[src/rtl/bw_io_ddr_ctl_pkg.sv]
// Shared types and constants for the DDR vref update controller.
package bw_io_ddr_ctl_pkg;

  typedef enum logic [2:0] {
    IDLE       = 3'd0,
    WAIT_QUIET = 3'd1,
    SETTLE     = 3'd2,
    STROBE     = 3'd3,
    HOLD       = 3'd4
  } state_t;

  // Requester indices into the two-bit request/grant vectors.
  localparam logic CAL = 1'b0;
  localparam logic CSR = 1'b1;

  localparam logic [7:0] VREF_RST_DEFAULT = 8'h80;

endpackage

[src/rtl/bw_io_ddr_rr_arb2.sv]
// Two-way round-robin arbiter; the pointer moves only when a grant is issued.
module bw_io_ddr_rr_arb2
  import bw_io_ddr_ctl_pkg::*;
(
  input  logic       clk,
  input  logic       rst_l,
  input  logic       en,
  input  logic [1:0] req,
  output logic [1:0] grant
);

  logic last;

  always_comb begin
    grant = 2'b00;
    if (en) begin
      if (req[CAL] && req[CSR]) begin
        grant = (last == CAL) ? 2'b10 : 2'b01;
      end else begin
        grant = req;
      end
    end
  end

  // Reset value CSR makes the calibration engine the first winner.
  always_ff @(posedge clk or negedge rst_l) begin
    if (!rst_l) begin
      last <= CSR;
    end else if (grant[CAL]) begin
      last <= CAL;
    end else if (grant[CSR]) begin
      last <= CSR;
    end
  end

endmodule

[src/rtl/bw_io_ddr_vref_upd_ctl.sv]
// Arbitrates vref code updates from calibration and CSR, waits for a quiet bus,
// drives the code, strobes the pads after settling and acks after a hold time.
module bw_io_ddr_vref_upd_ctl
  import bw_io_ddr_ctl_pkg::*;
#(
  parameter int         SETTLE_CYC = 4,
  parameter int         HOLD_CYC   = 2,
  parameter logic [7:0] VREF_RST   = VREF_RST_DEFAULT
) (
  input  logic       clk,
  input  logic       rst_l,
  input  logic       req_cal,
  input  logic [7:0] code_cal,
  input  logic       req_csr,
  input  logic [7:0] code_csr,
  input  logic       bus_quiet,
  output logic [7:0] vref_code,
  output logic       upd_en,
  output logic       ack_cal,
  output logic       ack_csr,
  output logic       busy,
  output state_t     dbg_state
);

  if (SETTLE_CYC < 1 || SETTLE_CYC > 15) begin : g_bad_settle
    $error("SETTLE_CYC must be in 1..15");
  end
  if (HOLD_CYC < 1 || HOLD_CYC > 15) begin : g_bad_hold
    $error("HOLD_CYC must be in 1..15");
  end

  localparam logic [3:0] SETTLE_LD = 4'(SETTLE_CYC - 1);
  localparam logic [3:0] HOLD_LD   = 4'(HOLD_CYC - 1);

  // Handshake: req is a level held by the requester; it is eligible in IDLE
  // only while its ack is low. ack is a one-cycle pulse ending the transaction.

  state_t     state, next_state;
  logic [7:0] code_q, next_code_q;
  logic [7:0] next_vref;
  logic [3:0] cnt, next_cnt;
  logic       winner, next_winner;
  logic       next_upd, next_ack_cal, next_ack_csr;
  logic [1:0] grant;

  bw_io_ddr_rr_arb2 u_arb (
    .clk   (clk),
    .rst_l (rst_l),
    .en    (state == IDLE),
    .req   ({req_csr & ~ack_csr, req_cal & ~ack_cal}),
    .grant (grant)
  );

  always_comb begin
    next_state   = state;
    next_code_q  = code_q;
    next_winner  = winner;
    next_vref    = vref_code;
    next_cnt     = cnt;
    next_upd     = 1'b0;
    next_ack_cal = 1'b0;
    next_ack_csr = 1'b0;
    unique case (state)
      IDLE: begin
        if (grant[CAL]) begin
          next_code_q = code_cal;
          next_winner = CAL;
          next_state  = WAIT_QUIET;
        end else if (grant[CSR]) begin
          next_code_q = code_csr;
          next_winner = CSR;
          next_state  = WAIT_QUIET;
        end
      end
      WAIT_QUIET: begin
        if (bus_quiet) begin
          if (code_q != vref_code) begin
            next_vref  = code_q;
            next_cnt   = SETTLE_LD;
            next_state = SETTLE;
          end else begin
            next_ack_cal = (winner == CAL);
            next_ack_csr = (winner == CSR);
            next_state   = IDLE;
          end
        end
      end
      SETTLE: begin
        if (cnt == 4'd0) begin
          next_upd   = 1'b1;
          next_state = STROBE;
        end else begin
          next_cnt = cnt - 4'd1;
        end
      end
      STROBE: begin
        next_cnt   = HOLD_LD;
        next_state = HOLD;
      end
      HOLD: begin
        if (cnt == 4'd0) begin
          next_ack_cal = (winner == CAL);
          next_ack_csr = (winner == CSR);
          next_state   = IDLE;
        end else begin
          next_cnt = cnt - 4'd1;
        end
      end
      default: next_state = IDLE;
    endcase
  end

  always_ff @(posedge clk or negedge rst_l) begin
    if (!rst_l) begin
      state     <= IDLE;
      code_q    <= 8'h00;
      winner    <= CAL;
      vref_code <= VREF_RST;
      cnt       <= 4'd0;
      upd_en    <= 1'b0;
      ack_cal   <= 1'b0;
      ack_csr   <= 1'b0;
    end else begin
      state     <= next_state;
      code_q    <= next_code_q;
      winner    <= next_winner;
      vref_code <= next_vref;
      cnt       <= next_cnt;
      upd_en    <= next_upd;
      ack_cal   <= next_ack_cal;
      ack_csr   <= next_ack_csr;
    end
  end

  assign busy      = (state != IDLE);
  assign dbg_state = state;

endmodule

[config.mk]
export PLATFORM = sky130hd
export DESIGN_NAME = bw_io_ddr_vref_upd_ctl
export DESIGN_NICKNAME = d
export VERILOG_FILES = /design/src/rtl/bw_io_ddr_ctl_pkg.sv /design/src/rtl/bw_io_ddr_rr_arb2.sv /design/src/rtl/bw_io_ddr_vref_upd_ctl.sv
export SDC_FILE = /design/constraint.sdc
export NUM_CORES = 1
export LEC_CHECK = 0
export CAP_MARGIN = 10
export CORE_ASPECT_RATIO = 1.5
export CORE_UTILIZATION = 53
export DETAILED_ROUTE_END_ITERATION = 8
export HOLD_SLACK_MARGIN = 0.05
export PLACE_DENSITY = 0.84
export SLEW_MARGIN = 15
export SYNTH_ARGS = -nofsm -noshare
export SYNTH_HDL_FRONTEND = slang
export SYNTH_HIERARCHICAL = 1
export SYNTH_SLANG_ARGS = --single-unit
[constraint.sdc]
create_clock -name clk -period 6 [get_ports clk]
set_input_delay 1.8 -clock clk [delete_from_list [all_inputs] [get_ports clk]]
set_output_delay 1.8 -clock clk [all_outputs]
set_load 0.01 [all_outputs]
Yosys cells after proc, flatten, opt, wreduce, memory -nomap -nowiden

Index checks and enable logic that the tools add are counted.

Output and inout bits: 15
Bits of input ports: 21
Register bits: 28
Logic and storage cells: 65

Reductions and logical operators: 11
Add/sub/neg operators: 1
Eq/ne operators: 11
Multiplexer cells: 28
Bitwise operators: 5

Operator list:

| operator            | count |
|---|---|
| $mux 8              | 2 |
| $mux 3              | 5 |
| $pmux 3 s5          | 1 |
| $mux 4              | 3 |
| $pmux 4 s3          | 1 |
| $mux 1              | 10 |
| $ne 2x2->1 const B  | 5 |
| $mux 2              | 4 |
| $ne 8x8->1          | 1 |
| $reduce_and 4->1    | 2 |
| $eq 3x2->1 const B  | 2 |
| $reduce_bool 3->1   | 2 |
| $logic_not 4->1     | 1 |
| $pmux 1 s2          | 2 |
| $sub 4x1->4 const B | 1 |
| $eq 3x1->1 const B  | 1 |
| $eq 3x3->1 const B  | 1 |
| $logic_not 3->1     | 1 |
| $ne 3x3->1 const B  | 1 |
| $not 1->1           | 3 |
| $reduce_and 3->1    | 1 |
| $and 1x1->1         | 2 |
| $reduce_and 2->1    | 1 |
| $reduce_bool 2->1   | 1 |
| 2 further kinds     | 2 |

Depth between registers and ports, before layout

Gate-level depths: netlist of the first run.

Depth in word-level cells: 8
Gate-level depth with buffers: 9
Mapped depth without buffers: 7

By module

Netlist of the first run, hierarchy kept.

Modules (own cells, without submodules):

| module                 | sequential area each (µm²) | instances | area an instance (µm²) | cells an instance |
|---|---|---|---|---|
| bw_io_ddr_vref_upd_ctl | 676.9                      | 1         | 1462.7                 | 129 |
| bw_io_ddr_rr_arb2      | 26.3                       | 1         | 62.6                   | 8 |

Least setup slack after synthesis of the first run

No wires, ideal clock.

Path type: input port to flip-flop
Start point: input port req_cal
End point: register state[0] (netlist: dbg_state[0])
Slack: 2.894 ns
Library setup time: 0.072 ns
Required time: 5.928 ns
Data arrival time: 3.034 ns
Buffers on the path: 1
Stages: 8
Cell sequence: nor2b_1 > nand2_1 > a21oi_1 > clkbuf_1 > nor3_1 > a211oi_1 > a21oi_1 > nor2_1

Longest elaborated chain between the ends: 6
Elaborated cells between the ends (all ways): 8
Those cells by class: eq/ne (1); mux (4); bitwise (1); reduce/logical (2)

RTL lines:

| element                                        | line                          | RTL |
|---|---|---|
| from (decl)                                    | bw_io_ddr_vref_upd_ctl.sv:12  | `input logic req_cal,` |
| $and 1x1->1 *                                  | bw_io_ddr_vref_upd_ctl.sv:50  | `.req ({req_csr & ~ack_csr, req_cal & ~ack_cal}),` |
| $logic_and 1x1->1                              | bw_io_ddr_rr_arb2.sv:17       | `if (req[CAL] && req[CSR]) begin` |
| $mux 2 *                                       | bw_io_ddr_rr_arb2.sv:17       |  |
| $mux 2 *                                       | bw_io_ddr_rr_arb2.sv:16       | `if (en) begin` |
| net grant[0]                                   | bw_io_ddr_vref_upd_ctl.sv:44  | `logic [1:0] grant;` |
| $mux 3 or $ne 3x3->1 (tied branches)           | -                             |  |
| $pmux 3 s5 or $reduce_and 4->1 (tied branches) | -                             |  |
| to (signal assigned)                           | bw_io_ddr_vref_upd_ctl.sv:124 | `state <= next_state;` |
| to (decl)                                      | bw_io_ddr_vref_upd_ctl.sv:38  | `state_t state, next_state;` |

The timed path passes the listed nets; every way through them passes the cells marked *.
A chain may end at the register's enable or synchronous reset.

Worst setup path after layout of the first run

Start point: register state[0] (netlist: dbg_state[0])
End point: output port busy

Longest elaborated chain between the ends: 1

RTL lines:

| element           | line                          | RTL |
|---|---|---|
| $reduce_bool 3->1 | bw_io_ddr_vref_upd_ctl.sv:135 | `assign busy = (state != IDLE);` |
| to (decl)         | bw_io_ddr_vref_upd_ctl.sv:21  | `output logic busy,` |

Every way passes these cells.

==> impl_metrics.ini, run 1 <==
[clocking]
htreeDepth = 1
clkTransAtPathRegs_ns = 0.09
postCtsSetupBuffers = 0
cts_root_buffer = clkbuf_8
ctsHoldBuffers = 0
numCtsBuffers = 3
clk_latency_ns = 0.27
tritoncts = done
cts_resized = 0
clockBufferDepth = 2
numClockSinks = 28

[pwr]
power_leakage_nw = 0.799
p_int_mw = 0.586
p_seq_frac = 0.378
ir_drop_mv = 0.306
p_comb_frac = 0.521
power_frac_clock = 0.101
p_switching_mw = 0.402
power_density_nw_per_um2 = 514
switching_share = 0.407

[routing]
routed_wl_um = 3190
vias_per_cell = 5.55
drc = 0
wl_met1_um = 1260
routed-wl-met2_um = 1750
vias = 1155
dr.first_iter.drc_count = 28
ant_nets = 0
met3_length_um = 88
firstDrtPassIters = 4
top_layer = met4
wl_per_cell_um = 15.3

[worst_hold_path]
min_path_cells = 1
min_to = ack_cal$_DFF_PN0_
hp-start = winner$_DFFE_PN0P_
hold_path.class = reg2reg

[critical_path]
rrSetupSlack_ns = 3.68
crit_chain = nor3_2 > inv_1 > clkdlybuf4s50_1
rr_startpoint = dbg_state[0]$_DFFE_PN0P_
arrival_ns = 1.92
timing.rr.end = code_q[6]$_DFFE_PN0P_
crit_type = reg2out
cp_max_fo = 15
slowest_stage = dfrtp_1
endpoint_kind = output pin
startpoint_type = flip-flop
crit_required_ns = 4.20
max_stage_delay_ns = 0.56
reg2regPathDepth = 7

[cells_and_area]
num_antenna_cells = 0
area_growth_pct = 26.2
final_cell_count_no_fill = 208
fin_nets = 196
layout-drive-gt1-share = 0.140

[synth]
synthesis.nets = 160
synth_area_um2 = 1530
yosysWarnings = 6
ys_ff_latch = 28
ys_seq_area_frac = 0.461
synth_xor_area_frac = 0.0517
async_flop_share = 1.00
synth_edf_count = 0
synth_top_family_by_area = simple AND/OR/NAND/NOR gates
synth_ff_type = dfrtp_1
synthMuxAreaShare = 0.139
synthCells = 137
synth_compound_area_frac = 0.123
synth_fa_ha_area_frac = 0.0164
postSynthAreaPerCell_um2 = 11.1
synth-simple-area-share = 0.157
ys_types = 40

[die]
die_x_um = 45.8
start_util = 0.564
rows = 23
die-area_um2 = 3100
ios = 36
die_h_um = 67.7
core-area_um2 = 2710

[timing]
finalHoldViolCount = 0
timing.final.crit_share = 0.620
tightest_slew_ns = 0.611
setup_viol = 0
tns_ns = 0
skew_ns = 0.00765
min_period_ns = 3.72
fmaxAchievable_mhz = 269
slew_violations = 0
rsz0062_at_grt = false
relSlewSlack = 0.587

[run]
cap_viol_max_count = 0

[global_routing]
grt_pass1_vias = 1102
grt_max_degree = 29
antenna_found_initial = 0
grt_pass1_wl_um = 5010
overflow = 0
grt_util_all_layers = 0.224

[outcome]
status = finished, final reports clean

[place]
numPlacedInstances = 205
gp_congestion = 0.805
dpl.hpwl_um = 2410
io_buffers = 35
[how the worst max path moves through the flow]
stage                             start  slack (ns)                       end  depth (start not counted)
3_5_place_dp                    req_cal        2.37     code_q[6]$_DFFE_PN0P_                          8
6_report       dbg_state[0]$_DFFE_PN0P_        2.28                      busy                          3
5_1_grt        dbg_state[0]$_DFFE_PN0P_        2.16                      busy                          3
4_1_cts        dbg_state[0]$_DFFE_PN0P_        2.28                      busy                          3
2_1_floorplan                   req_cal        2.89  dbg_state[0]$_DFFE_PN0P_                          8
3_3_place_gp                  bus_quiet        2.42        cnt[1]$_DFFE_PN0P_                          5
[stage by stage]
step / power [mW] / worst slack [ns] / cell area [um2] / utilization / hold slack, ns
6_report: 0.988 / 2.28 / 1920 / 0.711 / 0.453
3_5_place_dp: 0.886 / 2.37 / 1880 / 0.696 / 0.442
2_1_floorplan: 0.726 / 2.89 / 1530 / - / 0.415
4_1_cts: 0.994 / 2.28 / 1920 / 0.711 / 0.456
5_1_grt: 1.05 / 2.16 / 1920 / 0.711 / 0.473
3_3_place_gp: 0.854 / 2.42 / 1880 / 0.696 / 0.434
[cell usage in the layout (no fill, tap or decap), types with 2 or more instances in the layout]
cell type,netlist,layout
mux2i_1,8,8
nand4_1,2,2
nand3_1,3,3
nor2b_1,2,2
nor2_1,13,13
buf_4,0,2
o211ai_1,2,2
nor3_1,2,2
mux2_4,8,8
clkbuf_8,0,3
xor2_1,8,8
nor4_2,2,2
o21ai_0,3,3
a21oi_1,15,15
clkdlybuf4s50_1,0,35
inv_1,7,7
dfstp_2,2,2
a21o_1,2,2
ha_1,2,2
dfrtp_1,26,26
nor4b_1,2,2
nand2_1,4,4
[state kept, by name, indices dropped and copies added, names as in the netlist]
register,flops
ack_csr,1
dbg_state,3
code_q,8
winner,1
upd_en,1
cnt,4
ack_cal,1
u_arb/last,1
vref_code,8
[Yosys cell counts (2+ instances only)]
cell type | count | area share
a21o_1 | 2 | 0.0098
a21oi_1 | 15 | 0.049
buf_6 | 4 | 0.030
dfrtp_1 | 26 | 0.43
dfstp_2 | 2 | 0.034
ha_1 | 2 | 0.016
inv_1 | 7 | 0.017
mux2_4 | 8 | 0.079
mux2i_1 | 8 | 0.053
nand2_1 | 4 | 0.0098
nand3_1 | 3 | 0.0098
nand4_1 | 2 | 0.0082
nor2_1 | 13 | 0.032
nor2b_1 | 2 | 0.0082
nor3_1 | 2 | 0.0066
nor4_2 | 2 | 0.016
nor4b_1 | 2 | 0.011
o211ai_1 | 2 | 0.0098
o21ai_0 | 3 | 0.0098
xor2_1 | 8 | 0.046
[worst max-delay path: cells and delay by family (launching register included)]
kind / cells / cell delay (ns)
and+or+nand+nor: 1 / 0.51
buffers and inverters: 2 / 0.57
DFF: 1 / 0.56
[area by class of cell]
| cell class | instances | area [um2] |
|---|---|---|
| Fill cell | 221 | 781 |
| Multi-Input combinational cell | 96 | 742 |
| Sequential cell | 28 | 703 |
| Timing Repair Buffer | 37 | 365 |
| Tap cell | 37 | 46.3 |
| Clock buffer | 3 | 41.3 |
| Inverter | 7 | 26.3 |
[layer usage]
metal	vias to the layer above	GRT usage
met5	-	0
met4	0	0.0956
met3	8	0.0187
met2	35	0.398
met1	560	0.267
li1	552	-
[cells by family (layout without fill, tap and decap cells)]
logic type / count (synthesis) / in the layout
AO/OA/AOI/OAI: 29 / 29
XOR/XNOR: 9 / 9
adder cells (fa/ha/maj): 2 / 2
buffers and inverters: 13 / 47
flip-flops: 28 / 28
multiplexers: 17 / 17
AND/OR/NAND/NOR: 39 / 39
[power groups by stage]
stage | Combinational [mW] | Clock, mW | Sequential [mW]
floorplan | 0.371 | 0 | 0.355
global placement | 0.483 | 0 | 0.371
detailed placement | 0.509 | 0 | 0.376
CTS | 0.519 | 0.101 | 0.374
global route | 0.554 | 0.108 | 0.385
finish | 0.515 | 0.0998 | 0.374
(Power assumes the default switching activity.)
==> run 2, diff against run 1 <==
--- a/config.mk
+++ b/config.mk
@@ -7,10 +7,10 @@
 export LEC_CHECK = 0
 export CAP_MARGIN = 10
 export CORE_ASPECT_RATIO = 1.5
-export CORE_UTILIZATION = 53
+export CORE_UTILIZATION = 49
 export DETAILED_ROUTE_END_ITERATION = 8
 export HOLD_SLACK_MARGIN = 0.05
-export PLACE_DENSITY = 0.84
+export PLACE_DENSITY = 0.79
 export SLEW_MARGIN = 15
 export SYNTH_ARGS = -nofsm -noshare
 export SYNTH_HDL_FRONTEND = slang
==> constraint.sdc (replaced) <==
create_clock -name clk -period 3.5 [get_ports clk]
set_input_delay 1.05 -clock clk [delete_from_list [all_inputs] [get_ports clk]]
set_output_delay 1.05 -clock clk [all_outputs]
set_load 0.01 [all_outputs]
==> run 2 against run 1 <==
- sequential power is 66% higher
- core utilization is 4.4 points lower
- register-to-register slack worse by 2.4 ns
- routed wire length is 4.0% lower
- non-clock buffer count is 1 higher
- setup slack worse by 1.7 ns
- worst hold slack better by 0.0096 ns
- via count is 1.0% higher
- critical endpoint unchanged
==> impl_metrics.ini, run 2 (synthesis gave the netlist of run 1 again) <==
[clocking]
numClockSinks = 28
clkTransAtPathRegs_ns = 0.09
cts_resized = 0
ctsHoldBuffers = 0
tritoncts = done
clockBufferDepth = 2
numCtsBuffers = 3
cts_root_buffer = clkbuf_8
htreeDepth = 1
clk_latency_ns = 0.28
postCtsSetupBuffers = 0

[pwr]
p_int_mw = 1.09
power_density_nw_per_um2 = 895
power_frac_clock = 0.146
switching_share = 0.381
p_seq_frac = 0.352
ir_drop_mv = 0.513
p_comb_frac = 0.502
p_switching_mw = 0.671
power_leakage_nw = 0.819

[routing]
vias = 1167
dr.first_iter.drc_count = 29
vias_per_cell = 5.50
routed_wl_um = 3060
wl_per_cell_um = 14.4
drc = 0
ant_nets = 0
firstDrtPassIters = 4

[critical_path]
crit_required_ns = 2.45
max_stage_delay_ns = 0.54
rr_startpoint = dbg_state[1]$_DFFE_PN0P_
crit_cells = 3
endpoint_kind = output pin
cp_max_fo = 10
reg2regPathDepth = 6
crit_start = dbg_state[1]$_DFFE_PN0P_
startpoint_type = flip-flop
crit_end = busy
timing.rr.end = code_q[6]$_DFFE_PN0P_
critical_path_buf_inv_count = 2
arrival_ns = 1.90
path_delay_family = buffers and inverters
crit_chain = nor3_2 > inv_1 > clkdlybuf4s50_1
crit_type = reg2out
rrSetupSlack_ns = 1.28
slowest_stage = dfrtp_1

[cells_and_area]
area_growth_pct = 28.8
final_cell_mix = 35 x clkdlybuf4s50_1, 26 x dfrtp_1, 15 x a21oi_1, 13 x nor2_1
layout-drive-gt1-share = 0.150
fin_nets = 197
final_common_cell = clkdlybuf4s50_1
top_regs = code_q: 8 flops, vref_code: 8 flops, cnt: 4 flops
final_cell_count_no_fill = 212
num_antenna_cells = 0

[timing]
relSlewSlack = 0.577
slew_violations = 0
tns_ns = 0
rsz0062_at_grt = false
fmaxAchievable_mhz = 339
min_period_ns = 2.95
timing.final.crit_share = 0.843
skew_ns = 0.00270
tightest_slew_ns = 0.626
setup_viol = 0
finalHoldViolCount = 0

[global_routing]
grt_pass1_vias = 1232
antenna_found_initial = 0
overflow = 0
grt_max_degree = 29
grt_util_all_layers = 0.223
grt_pass1_wl_um = 5360

[place]
gp_congestion = 0.759
io_buffers = 35
numPlacedInstances = 208
dpl.hpwl_um = 2340

[die]
core-area_um2 = 2940
die_h_um = 70.3
die_x_um = 47.6
start_util = 0.518
die-area_um2 = 3340
rows = 24
ios = 36

[run]
cap_viol_max_count = 0

[outcome]
status = finished, final reports clean

[worst_hold_path]
hold_path.class = reg2reg
hp-start = winner$_DFFE_PN0P_
run 2: how the worst min path moves through the flow:
stage | endpoint | slack [ns] | cells past startpoint
floorplan | ack_cal$_DFF_PN0_ | 0.42 | 1
global placement | ack_cal$_DFF_PN0_ | 0.43 | 1
detailed placement | ack_cal$_DFF_PN0_ | 0.44 | 1
CTS | ack_cal$_DFF_PN0_ | 0.46 | 1
global route | ack_cal$_DFF_PN0_ | 0.50 | 1
finish | ack_cal$_DFF_PN0_ | 0.46 | 1
run 2: power by group through the flow:
stage,clock (mW),combinational [mW],sequential (mW)
detailed placement,0,0.889,0.624
global placement,0,0.854,0.614
finish,0.256,0.883,0.620
floorplan,0,0.636,0.608
global route,0.274,0.977,0.644
CTS,0.262,0.891,0.621
run 2: per-stage QoR:
stage | setup WS [ns] | utilization | total power [mW] | hold slack [ns] | area, um2
floorplan | 1.14 | - | 1.24 | 0.415 | 1530
global placement | 0.714 | 0.643 | 1.47 | 0.428 | 1890
detailed placement | 0.674 | 0.643 | 1.51 | 0.444 | 1890
CTS | 0.529 | 0.668 | 1.77 | 0.460 | 1960
global route | 0.385 | 0.668 | 1.90 | 0.502 | 1960
finish | 0.550 | 0.668 | 1.76 | 0.463 | 1960
run 2: worst register-to-register path: cells and delay by family (launching register included):
| kind | cells | cell delay, ns |
|---|---|---|
| AND/OR/NAND/NOR | 3 | 0.78 |
| AO/OA/AOI/OAI | 3 | 0.82 |
| flip-flops | 1 | 0.54 |
run 2: layout make-up:
cell class	instances	area, um2
fill	258	978
clock buffer	3	41.3
tap	39	48.8
inverter	7	26.3
clock inverter	1	30.0
timing repair buffer	38	373
multi-input combinational	96	742
sequential	28	703
run 2: layer usage:
| layer | vias up | part of all wire | global-route usage | routed length (um) |
|---|---|---|---|---|
| met5 | - | 0 | 0 | 0 |
| met1 | 571 | 0.38 | 0.261 | 1150 |
| met4 | 0 | 0.027 | 0.117 | 82 |
| met3 | 7 | 0.033 | 0.0336 | 101 |
| met2 | 35 | 0.56 | 0.368 | 1730 |
| li1 | 554 | - | - | - |
